<file path="src/rtl/prbs_pkg.sv">
// prbs_pkg: shared encodings for the PRBS checker and its matching generator.
// Holds polynomial selects, tap positions, checker states and history length.
package prbs_pkg;

    // Longest supported polynomial is PRBS31, so 31 bits of history suffice.
    localparam int HIST_LEN = 31;

    typedef enum logic [1:0] {
        MODE_PRBS7  = 2'd0,
        MODE_PRBS15 = 2'd1,
        MODE_PRBS23 = 2'd2,
        MODE_PRBS31 = 2'd3
    } mode_e;

    typedef enum logic [1:0] {
        ST_SEARCH = 2'd0,
        ST_VERIFY = 2'd1,
        ST_LOCK   = 2'd2
    } state_e;

    // Taps stored as hist indices: a delay of D is hist[D-1].
    typedef struct packed {
        logic [4:0] a;
        logic [4:0] b;
    } taps_t;

    localparam taps_t TAPS_PRBS7  = '{a: 5'd6,  b: 5'd5};
    localparam taps_t TAPS_PRBS15 = '{a: 5'd14, b: 5'd13};
    localparam taps_t TAPS_PRBS23 = '{a: 5'd22, b: 5'd17};
    localparam taps_t TAPS_PRBS31 = '{a: 5'd30, b: 5'd27};

    function automatic taps_t mode_taps(input logic [1:0] m);
        taps_t t;
        case (mode_e'(m))
            MODE_PRBS7:  t = TAPS_PRBS7;
            MODE_PRBS15: t = TAPS_PRBS15;
            MODE_PRBS23: t = TAPS_PRBS23;
            MODE_PRBS31: t = TAPS_PRBS31;
            default:     t = TAPS_PRBS31;
        endcase
        return t;
    endfunction

endpackage

</file>
<file path="src/rtl/prbs_nextword.sv">
// prbs_nextword: runs DATABIT serial steps of the selected PRBS recurrence.
// Ports: hist (last 31 bits, [0] newest), mode -> pred (MSB earliest), hist_nxt.
module prbs_nextword
    import prbs_pkg::*;
#(
    parameter int DATABIT = 32
) (
    input  logic [HIST_LEN-1:0] hist,
    input  logic [1:0]          mode,
    output logic [DATABIT-1:0]  pred,
    output logic [HIST_LEN-1:0] hist_nxt
);

    taps_t               taps;
    logic [HIST_LEN-1:0] h;
    logic                b;

    always_comb begin
        taps = mode_taps(mode);
        h    = hist;
        b    = 1'b0;
        pred = '0;
        // MSB of the word is the earliest bit, so fill from the top down.
        for (int i = DATABIT - 1; i >= 0; i--) begin
            b       = h[taps.a] ^ h[taps.b];
            pred[i] = b;
            h       = {h[HIST_LEN-2:0], b};
        end
        hist_nxt = h;
    end

endmodule

</file>
<file path="src/rtl/prbs_mon_sync.sv">
// prbs_mon_sync: self-synchronising PRBS7/15/23/31 checker with lock tracking,
// saturating bit-error count and per-word parity check.
// Ports: clk, rst_ (async low), idat/ival/ipar (received word), mode (poly),
//        clr (clear errcnt) -> lock, errprbs, errpar (pulses), errcnt.
module prbs_mon_sync
    import prbs_pkg::*;
#(
    parameter int DATABIT  = 32,
    parameter int LOCK_CNT = 4,
    parameter int LOSS_CNT = 8,
    parameter int CNTBIT   = 32,
    parameter int PAR_ODD  = 0
) (
    input  logic               clk,
    input  logic               rst_,
    input  logic [DATABIT-1:0] idat,
    input  logic               ival,
    input  logic               ipar,
    input  logic [1:0]         mode,
    input  logic               clr,
    output logic               lock,
    output logic               errprbs,
    output logic               errpar,
    output logic [CNTBIT-1:0]  errcnt
);

    localparam int PW = $clog2(DATABIT + 1);
    localparam int SW = ((CNTBIT > PW) ? CNTBIT : PW) + 1;
    localparam logic [3:0] GOOD_LAST = 4'(LOCK_CNT - 1);
    localparam logic [3:0] BAD_LAST  = 4'(LOSS_CNT - 1);
    localparam logic PAR_SENSE = (PAR_ODD != 0);

    // Stage 1: registered input word.
    logic [DATABIT-1:0]  s1_dat;
    logic                s1_val;
    logic                s1_par;

    // Checker state.
    logic [1:0]          mode_q;
    state_e              state_q, state_d;
    logic [HIST_LEN-1:0] hist_q, hist_d;
    logic [3:0]          good_q, good_d;
    logic [3:0]          bad_q, bad_d;

    // Stage 2: comparison results awaiting report.
    logic [DATABIT-1:0]  s2_err;
    logic                s2_chk;
    logic                s2_perr;

    logic [DATABIT-1:0]  pred;
    logic [HIST_LEN-1:0] hist_adv;
    logic [DATABIT-1:0]  err_vec;
    logic                mism;
    logic                mode_chg;
    logic                chk;
    logic                par_bad;
    logic [PW-1:0]       pop;
    logic [SW-1:0]       sum;

    prbs_nextword #(
        .DATABIT (DATABIT)
    ) u_next (
        .hist     (hist_q),
        .mode     (mode_q),
        .pred     (pred),
        .hist_nxt (hist_adv)
    );

    assign err_vec  = s1_dat ^ pred;
    assign mism     = |err_vec;
    assign mode_chg = (mode != mode_q);
    assign par_bad  = s1_val & ((^s1_dat ^ PAR_SENSE) != s1_par);

    always_ff @(posedge clk or negedge rst_) begin
        if (!rst_) begin
            s1_dat <= '0;
            s1_val <= 1'b0;
            s1_par <= 1'b0;
            mode_q <= 2'd0;
        end else begin
            s1_val <= ival;
            mode_q <= mode;
            if (ival) begin
                s1_dat <= idat;
                s1_par <= ipar;
            end
        end
    end

    always_comb begin
        state_d = state_q;
        hist_d  = hist_q;
        good_d  = good_q;
        bad_d   = bad_q;
        chk     = 1'b0;
        if (mode_chg) begin
            // Drops the word being compared; it belongs to the old polynomial.
            state_d = ST_SEARCH;
            good_d  = 4'd0;
            bad_d   = 4'd0;
        end else if (s1_val) begin
            unique case (state_q)
                ST_SEARCH: begin
                    hist_d  = s1_dat[HIST_LEN-1:0];
                    state_d = ST_VERIFY;
                    good_d  = 4'd0;
                end
                ST_VERIFY: begin
                    if (mism) begin
                        // Back to search, which seeds from this same word.
                        hist_d  = s1_dat[HIST_LEN-1:0];
                        state_d = ST_VERIFY;
                        good_d  = 4'd0;
                    end else begin
                        hist_d = hist_adv;
                        if (good_q == GOOD_LAST) begin
                            state_d = ST_LOCK;
                            good_d  = 4'd0;
                            bad_d   = 4'd0;
                        end else begin
                            good_d = good_q + 4'd1;
                        end
                    end
                end
                ST_LOCK: begin
                    chk    = 1'b1;
                    // Free-running reference: errors never enter hist.
                    hist_d = hist_adv;
                    if (mism) begin
                        if (bad_q == BAD_LAST) begin
                            state_d = ST_SEARCH;
                            bad_d   = 4'd0;
                        end else begin
                            bad_d = bad_q + 4'd1;
                        end
                    end else begin
                        bad_d = 4'd0;
                    end
                end
                default: begin
                    state_d = ST_SEARCH;
                end
            endcase
        end
    end

    always_ff @(posedge clk or negedge rst_) begin
        if (!rst_) begin
            state_q <= ST_SEARCH;
            hist_q  <= '0;
            good_q  <= 4'd0;
            bad_q   <= 4'd0;
            lock    <= 1'b0;
        end else begin
            state_q <= state_d;
            hist_q  <= hist_d;
            good_q  <= good_d;
            bad_q   <= bad_d;
            lock    <= (state_d == ST_LOCK);
        end
    end

    always_ff @(posedge clk or negedge rst_) begin
        if (!rst_) begin
            s2_err  <= '0;
            s2_chk  <= 1'b0;
            s2_perr <= 1'b0;
        end else begin
            s2_err  <= err_vec;
            s2_chk  <= chk;
            s2_perr <= par_bad;
        end
    end

    always_comb begin
        pop = '0;
        for (int i = 0; i < DATABIT; i++) begin
            pop = pop + PW'(s2_err[i]);
        end
    end

    assign sum = SW'(errcnt) + SW'(pop);

    always_ff @(posedge clk or negedge rst_) begin
        if (!rst_) begin
            errprbs <= 1'b0;
            errpar  <= 1'b0;
            errcnt  <= '0;
        end else begin
            errprbs <= s2_chk & (|s2_err);
            errpar  <= s2_perr;
            if (clr) begin
                errcnt <= '0;
            end else if (s2_chk) begin
                // Any carry past CNTBIT means the count has saturated.
                if (|sum[SW-1:CNTBIT]) begin
                    errcnt <= '1;
                end else begin
                    errcnt <= sum[CNTBIT-1:0];
                end
            end
        end
    end

endmodule
</file>
<file path="config.mk">
export PLATFORM = sky130hd
export DESIGN_NAME = prbs_mon_sync
export DESIGN_NICKNAME = d
export VERILOG_FILES = /design/src/rtl/prbs_pkg.sv /design/src/rtl/prbs_nextword.sv /design/src/rtl/prbs_mon_sync.sv
export SDC_FILE = /design/constraint.sdc
export NUM_CORES = 1
export LEC_CHECK = 0
export CORE_AREA = 2 2 185 114
export DETAILED_ROUTE_END_ITERATION = 10
export DIE_AREA = 0 0 187 116
export PLACE_DENSITY_LB_ADDON = 0.1
export SYNTH_ARGS = -nofsm -noshare
export SYNTH_HDL_FRONTEND = slang
export SYNTH_SLANG_ARGS = --single-unit
</file>
<file path="constraint.sdc">
create_clock -name clk -period 7.8 [get_ports clk]
set_input_delay 1.56 -clock clk [delete_from_list [all_inputs] [get_ports clk]]
set_output_delay 1.56 -clock clk [all_outputs]
set_load 0.03 [all_outputs]
</file>
## Word-level counts from Yosys, hierarchy flattened

Index checks and enable logic that the tools add are counted.

- Add/subtract/negate cells: 34
- $lt $le $gt $ge: 2
- Eq/ne operators: 12
- Multiplexer cells: 156
- Bitwise gates (word level): 36
- Reduce and logical (&&, ||, !) cells: 13

Operators with widths:

| operator | count |
|---|---|
| 1-bit binary-select mux with 5-bit select | 64 |
| 6-bit by 1-bit adder with 6-bit output | 26 |
| 32-bit 2-to-1 mux | 3 |
| 31-bit one-hot mux with 3 select lines | 1 |
| 1-bit 2-to-1 mux | 67 |
| 32-bit OR reduction | 2 |
| 4-bit 2-to-1 mux | 10 |
| 10-bit one-hot mux with 4 select lines | 1 |
| 32-bit by 6-bit adder with 33-bit output | 1 |
| 32-bit parity | 1 |
| 1-bit bitwise XOR | 32 |
| 32-bit bitwise XOR | 1 |
| 31-bit 2-to-1 mux | 1 |
| 4-bit one-hot mux with 2 select lines | 2 |
| 5-bit by 6-bit less-than comparator with 1-bit output (second input constant) | 2 |
| 2-bit 2-to-1 mux | 6 |
| 3-bit nonzero test | 3 |
| 4-bit by 1-bit adder with 4-bit output (second input constant) | 2 |
| 2-bit == test (second input constant) | 4 |
| 5-bit by 1-bit adder with 6-bit output | 1 |
| 3-bit != test (second input constant) | 2 |
| 2-bit one-hot mux with 3 select lines | 1 |
| 4-bit by 1-bit adder with 5-bit output | 1 |
| 3-bit by 1-bit adder with 4-bit output | 1 |
| 14 further kinds | 18 |

- Register bits: 146
- Bits of input ports: 39

## Logic depth before layout (Yosys ltp)

Gate-level depths: netlist of run 1.

- Word-level depth: 105
- Mapped depth: 26
- Mapped depth without buffers: 24

## Cells and area by module

Synthesis of run 1 repeated with hierarchy kept, for this count alone.

- Cell total of the unflattened synthesis: 1,100
- Area, all modules: 10,715.3 µm²

Modules (own cells, without submodules):

| module | times used | cells an instance | area an instance (µm²) | seq. area each (µm²) |
|---|---|---|---|---|
| prbs_mon_sync | 1 | 701 | 7,736.2 | 3,653.5 |
| prbs_nextword | 1 | 399 | 2,979.1 | 0.0 |

## Worst setup path before layout of run 1

No wires, ideal clock.

- Kind: register to register
- From: register errcnt[0]
- To: register errcnt[26]
- Setup time: 0.144 ns
- Arrival time: 6.479 ns
- Setup slack: 1.177 ns
- Cell stages (with the launch flop): 24
- Path buffers: 3
- Cell sequence: dfrtp_1 fa_1 inv_1 fa_1 fa_1 fa_1 fa_1 fa_1 inv_1 fa_1 fa_1 a21o_1 a21oi_1 o21bai_1 a21oi_1 nor2b_1 o21a_1 and3_1 clkbuf_1 nand2b_1 or4_1 clkbuf_1 buf_1 a31oi_1

- Word-level cells in the longest chain between the ends: 4

Ends and longest elaborated chain:

| element | line | text |
|---|---|---|
| start, declared | prbs_mon_sync.sv:24 | `output logic [CNTBIT-1:0] errcnt` |
| start signal, assigned | prbs_mon_sync.sv:199 | `errcnt <= sum[CNTBIT-1:0];` |
| 32-bit by 6-bit adder with 33-bit output | prbs_mon_sync.sv:182 | `assign sum = SW'(errcnt) + SW'(pop);` |
| 32-bit 2-to-1 mux | prbs_mon_sync.sv:196 | `if (\|sum[SW-1:CNTBIT]) begin` |
| 32-bit 2-to-1 mux | prbs_mon_sync.sv:194 | `end else if (s2_chk) begin` |
| 32-bit 2-to-1 mux | prbs_mon_sync.sv:192 | `if (clr) begin` |

No other way between the ends. The select of a mux whose other input is x is not followed.
A chain may end at the register's enable or synchronous reset.

## Final worst setup path of run 1

- From: register s2_err[16]
- To: register errcnt[17]

- Word-level cells in the longest chain between the ends: 20

Ends and longest elaborated chain:

| element | line | text |
|---|---|---|
| start, declared | prbs_mon_sync.sv:46 | `logic [DATABIT-1:0] s2_err;` |
| start signal, assigned | prbs_mon_sync.sv:169 | `s2_err <= err_vec;` |
| 6-bit by 1-bit adder with 6-bit output (16 in a row) | prbs_mon_sync.sv:178 | `pop = pop + PW'(s2_err[i]);` |
| 32-bit by 6-bit adder with 33-bit output | prbs_mon_sync.sv:182 |  |
| 32-bit 2-to-1 mux | prbs_mon_sync.sv:196 |  |
| 32-bit 2-to-1 mux | prbs_mon_sync.sv:194 |  |
| 32-bit 2-to-1 mux | prbs_mon_sync.sv:192 |  |

No other way between the ends. The select of a mux whose other input is x is not followed.

==> results of run 1 <==
-- critical path: stages (launching register included) --
cell and delay, ps:
dfrtp_1 410, fa_1 590, inv_1 70, fa_1 510
inv_1 50, fa_1 480, inv_1 50, fa_1 470
fa_1 490, fa_1 490, inv_1 50, fa_1 390
fa_1 420, a21o_1 180, a21oi_1 230, o21bai_1 100
a21oi_1 220, nor2b_1 90, o21a_1 210, and3_1 300
nand2b_1 170, or4_1 450, buf_12 220, a41o_1 180
nor2_1 40
-- per-layer routing --
layer / GRT usage / up-vias
met3: 0.120 / 25
met2: 0.410 / 501
li1: - / 3964
met1: 0.474 / 4428
met4: 0.0434 / 2
met5: 0 / -
-- state kept, by name, summed over array words and instances (netlist names), 2 cells and up --
register	flops
bad_q	4
errcnt	32
good_q	4
hist_q	31
mode_q	2
s1_dat	32
s2_err	32
state_q	2
-- per-stage QoR --
stage / hold slack (ps) / setup WS [ps] / cells
final: 372 / 835 / 1405
after global routing: 396 / 527 / 1405
after CTS: 381 / 885 / 1405
after detailed placement: 364 / 878 / 1373
after global placement: 369 / 1040 / 1373
after floorplan: 331 / 1180 / 1080
-- kinds of logic (layout without fill, tap and decap cells) --
kind of cell,count (synthesis),after routing
flip-flops,146,146
buffers and inverters,134,186
AO/OA/AOI/OAI,220,220
AND/OR/NAND/NOR,258,258
XOR/XNOR,156,156
multiplexers,118,118
adder cells (fa/ha/maj),48,48
-- cell usage after synthesis (34+ instances only) --
cell and number:
dfrtp_1 146, xnor2_1 98, nor2_1 64, inv_1 57
nand2_1 57, mux2i_1 56, clkbuf_1 53, xor2_1 44
mux2_2 40, a21oi_1 39, o21ai_0 35, o22ai_1 34
-- layout make-up --
| class | count | area (um2) | area share |
|---|---|---|---|
| Tap cell | 273 | 342 | 0.0277 |
| Clock inverter | 15 | 125 | 0.0101 |
| Multi-Input combinational cell | 800 | 6670 | 0.540 |
| Timing Repair Buffer | 96 | 912 | 0.0739 |
| Clock buffer | 17 | 425 | 0.0345 |
| Inverter | 58 | 218 | 0.0176 |
| Sequential cell | 146 | 3660 | 0.296 |
-- how the worst max path moves through the flow --
stage | end | start
5_1_grt | errcnt[17]$_DFFE_PN0P_ | s2_err[16]$_DFF_PN0_
4_1_cts | errcnt[17]$_DFFE_PN0P_ | s2_err[16]$_DFF_PN0_
2_1_floorplan | errcnt[26]$_DFFE_PN0P_ | errcnt[0]$_DFFE_PN0P_
6_report | errcnt[17]$_DFFE_PN0P_ | s2_err[16]$_DFF_PN0_
3_5_place_dp | errcnt[17]$_DFFE_PN0P_ | s2_err[16]$_DFF_PN0_
3_3_place_gp | errcnt[17]$_DFFE_PN0P_ | s2_err[16]$_DFF_PN0_
==> flow_summary.yaml, run 1 <==
run_status:
  status: "finished, final reports clean"
global_route:
  first_global_vias: 8112
  grt_pass1_wl_mm: 49.8
  track_usage: 0.307
  gr-total-overflow: 0
  grt_max_degree: 75
  antenna_found_initial: 1
detailed_routing:
  drtAntennaViolNets: 0
  wl_met2_mm: 12.7
  avgRoutedWirePerCell_um: 23.1
  routedLengthMet1_mm: 15.1
  wl_met3_mm: 4.36
  vias_per_cell: 6.35
  totalWireLength_mm: 32.4
  vias: 8920
  drtPass1Iterations: 6
  top_layer: "met5"
  detail_route.iter0.violations: 1056
  drc: 0
critical_path:
  critPathMaxFanout: 18
  r2r_slack_ps: 840
  end_kind: "flop"
  start_kind: "flop"
  r2r_end: "errcnt[17]$_DFFE_PN0P_"
  worstPathArrival_ps: 7290
  cp.required_ps: 8120
  r2r_cells: 24
  crit_type: "flop to flop"
  worstReg2RegStart: "s2_err[16]$_DFF_PN0_"
timing:
  report.final.slew_viol_count: 0
  tns_ps: 0
  finalCriticalPeriod_ps: 6960
  rsz0062_at_grt: "no"
  hold_viol: 0
  slew-limit-headroom: 0.288
  fin_skew_ps: 12.0
  fmaxAchievable_mhz: 144
  period_share: 0.893
  finalSetupViolCount: 0
  worst_pin_slew_ps: 1070
layout:
  fin_util: 0.621
  final_cell_mix: "dfrtp_1 (144), xnor2_1 (98), clkdlybuf4s50_1 (71)"
  postLayoutCellArea_um2: 12300
  nets: 1206
  antennaDiodeCount: 0
  nFillCells: 1654
  final_common_cell: "dfrtp_1"
  synthToLayoutAreaGrowth_pct: 13.9
  layout-drive-gt1-share: 0.118
logic_synthesis:
  async_flop_share: 1.00
  synth_seq_cells: 146
  syn_area_per_cell_um2: 10.0
  synthXorXnorAreaFrac: 0.144
  synthesis.area_um2: 10800
  synth.yosys.seq_area_share: 0.337
  synth_compound_area_frac: 0.137
  yosys.area_share.adder: 0.0735
  yosys-top-cells-area: "dfrtp_1 (34%), xnor2_1 (7.9%), mux2i_1 (5.2%)"
  ys.warnings.count: 0
  yosysTopAreaCell: "dfrtp_1"
  synth_edf_count: 0
  yosys.area_share.simple: 0.121
  synth_mux_area_frac: 0.139
  syn-num-nets: 1167
  synth_flop_cell: "dfrtp_1"
  netlist_instances: 1080
  yosysUniqueCellTypes: 73
  synth_top_area_share: 0.337
  synth_top_family_by_area: "XOR/XNOR gates"
min_path:
  min_path_type: "flop to flop"
  hold_end: "errpar$_DFF_PN0_"
  min_from: "s2_perr$_DFF_PN0_"
  min_path_cells: 0
clock_tree:
  clk_pin_slew_worst_paths_ps: 70
  clock-sinks: 146
  numCtsBuffers: 17
  post_cts_buffers: 0
  clk_latency_ps: 430
  clock_path_buffers: 2
  cts-root-buf: "clkbuf_16"
  cts_tree: "done"
  htreeDepth: 4
  postCtsHoldBufs: 0
  cts-resized-gates: 0
floorplan:
  start_util: 0.545
  ioPinCount: 74
  die_width_um: 187
  row_count: 40
  die_area_um2: 21700
  die_h_um: 116
  coreArea_um2: 19900
place:
  port_buffers: 73
  place_congestion: 0.964
  dp_hpwl_mm: 23.7
  dpl_cell_area_um2: 11800
flow_run:
  maxCapViolations: 0
Power of run 1 is left out: the tool's default activity adds up to more than one toggle a clock period on the data nets, which glitch-free logic cannot reach.
==> run 2: changes to the inputs <==
CAP_MARGIN = 40   (was not set)
==> flow_summary.yaml, run 2 (synthesized netlist as in run 1, its figures left out) <==
timing:
  fin_skew_ps: 16.0
  period_share: 0.896
  fmaxAchievable_mhz: 143
  finalCriticalPeriod_ps: 6990
  hold_viol: 0
  slew-limit-headroom: 0.400
  tns_ps: 0
  worst_pin_slew_ps: 900
  finalSetupViolCount: 0
  report.final.slew_viol_count: 0
  rsz0062_at_grt: "no"
  hold-worst-slack_ps: 372
global_route:
  grt_use_met1: 0.486
  gr-total-overflow: 0
  antenna_found_initial: 0
  grt_busiest_layer: "met1"
  first_global_vias: 8079
  gr-usage-met2: 0.406
  grt_use_met3: 0.118
  grt_pass1_wl_mm: 50.1
  grt_max_degree: 75
  track_usage: 0.310
critical_path:
  end_kind: "flop"
  cp_slowest_stage_delay_ps: 570
  crit_chain: "fa_1 -> inv_1 -> fa_1 -> inv_1 -> fa_1 -> inv_1 -> fa_1 -> fa_1 -> fa_1 -> inv_1 -> fa_1 -> fa_1 -> a21o_1 -> a21oi_1 -> o21bai_1 -> a21oi_1 -> nor2b_1 -> o21a_1 -> and3_1 -> nand2b_1 -> or4_1 -> buf_12 -> a41o_1 -> nor2_1"
  cp.required_ps: 8120
  r2r_slack_ps: 810
  crit_top_cell: "fa_1"
  start_kind: "flop"
  cp_slowest_cell: "fa_1"
  crit_type: "flop to flop"
  crit_start: "s2_err[16]$_DFF_PN0_"
  critPathMaxFanout: 18
  worstReg2RegStart: "s2_err[16]$_DFF_PN0_"
  worstPathArrival_ps: 7300
clock_tree:
  post_cts_buffers: 0
  cts_tree: "done"
  numCtsBuffers: 17
  clk_latency_ps: 430
  clock_path_buffers: 2
  cts-resized-gates: 0
  clk_pin_slew_worst_paths_ps: 70
  cts-root-buf: "clkbuf_16"
  htreeDepth: 4
  clock-sinks: 146
  postCtsHoldBufs: 0
run_status:
  status: "finished, final reports clean"
detailed_routing:
  drc: 0
  drtPass1Iterations: 5
  vias: 8836
  detail_route.iter0.violations: 1149
  avgRoutedWirePerCell_um: 23.1
  drtAntennaViolNets: 0
  totalWireLength_mm: 32.5
  vias_per_cell: 6.28
floorplan:
  start_util: 0.545
  coreArea_um2: 19900
  row_count: 40
  die_h_um: 116
  ioPinCount: 74
  die_width_um: 187
  die_area_um2: 21700
layout:
  fin_util: 0.626
  final_cells: 1407
  nFillCells: 1655
  layout-drive-gt1-share: 0.120
  synthToLayoutAreaGrowth_pct: 14.8
  final_cell_mix: "dfrtp_1 (144), xnor2_1 (98), clkdlybuf4s50_1 (71)"
  antennaDiodeCount: 0
  top_regs: "errcnt x32, s1_dat x32, s2_err x32"
  final_common_cell: "dfrtp_1"
  nets: 1208
place:
  placed_cells: 1375
  port_buffers: 73
  dp_hpwl_mm: 23.8
  place_congestion: 0.964
flow_run:
  maxCapViolations: 0
min_path:
  min_path_type: "flop to flop"
  min_from: "s2_perr$_DFF_PN0_"
-- run 2: worst max-delay path: cells and delay by family (launching register included) --
kind	cells	cell delay [ps]
AO/OA/AOI/OAI	6	1140
adder cells (fa/ha/maj)	8	3830
buffers and inverters	5	440
flip-flops	1	410
AND/OR/NAND/NOR	5	1060
-- run 2: path summary, 6_finish.rpt --
check,end,cells past startpoint
setup reg to reg,errcnt[17]$_DFFE_PN0P_,24
setup / recovery,errcnt[17]$_DFFE_PN0P_,24
hold reg to reg,errpar$_DFF_PN0_,0
max in group asynchronous,mode_q[0]$_DFF_PN0_,3
hold / removal,errpar$_DFF_PN0_,0
min in group asynchronous,errcnt[7]$_DFFE_PN0P_,1
-- run 2: routing by layer --
| layer | wire length (um) | part of all wire |
|---|---|---|
| met1 | 15200 | 0.47 |
| met2 | 12700 | 0.39 |
| met3 | 4450 | 0.14 |
| met4 | 198 | 0.0061 |
| met5 | 0 | 0 |
-- run 2: layout make-up --
class | instances | area, um2 | area share
Inverter | 58 | 218 | 0.0175
Clock buffer | 17 | 425 | 0.0342
Sequential cell | 146 | 3660 | 0.294
Timing Repair Buffer | 98 | 960 | 0.0772
Tap cell | 273 | 342 | 0.0275
Clock inverter | 15 | 169 | 0.0136
Multi-Input combinational cell | 800 | 6670 | 0.536
-- run 2: metrics by stage --
stage          worst slack (ps)  cell area [um2]
2_1_floorplan              1180            10800
3_3_place_gp               1040            11800
3_5_place_dp                874            11800
4_1_cts                     819            12400
5_1_grt                     524            12400
6_report                    813            12400
Power of run 2 is left out for the same reason.
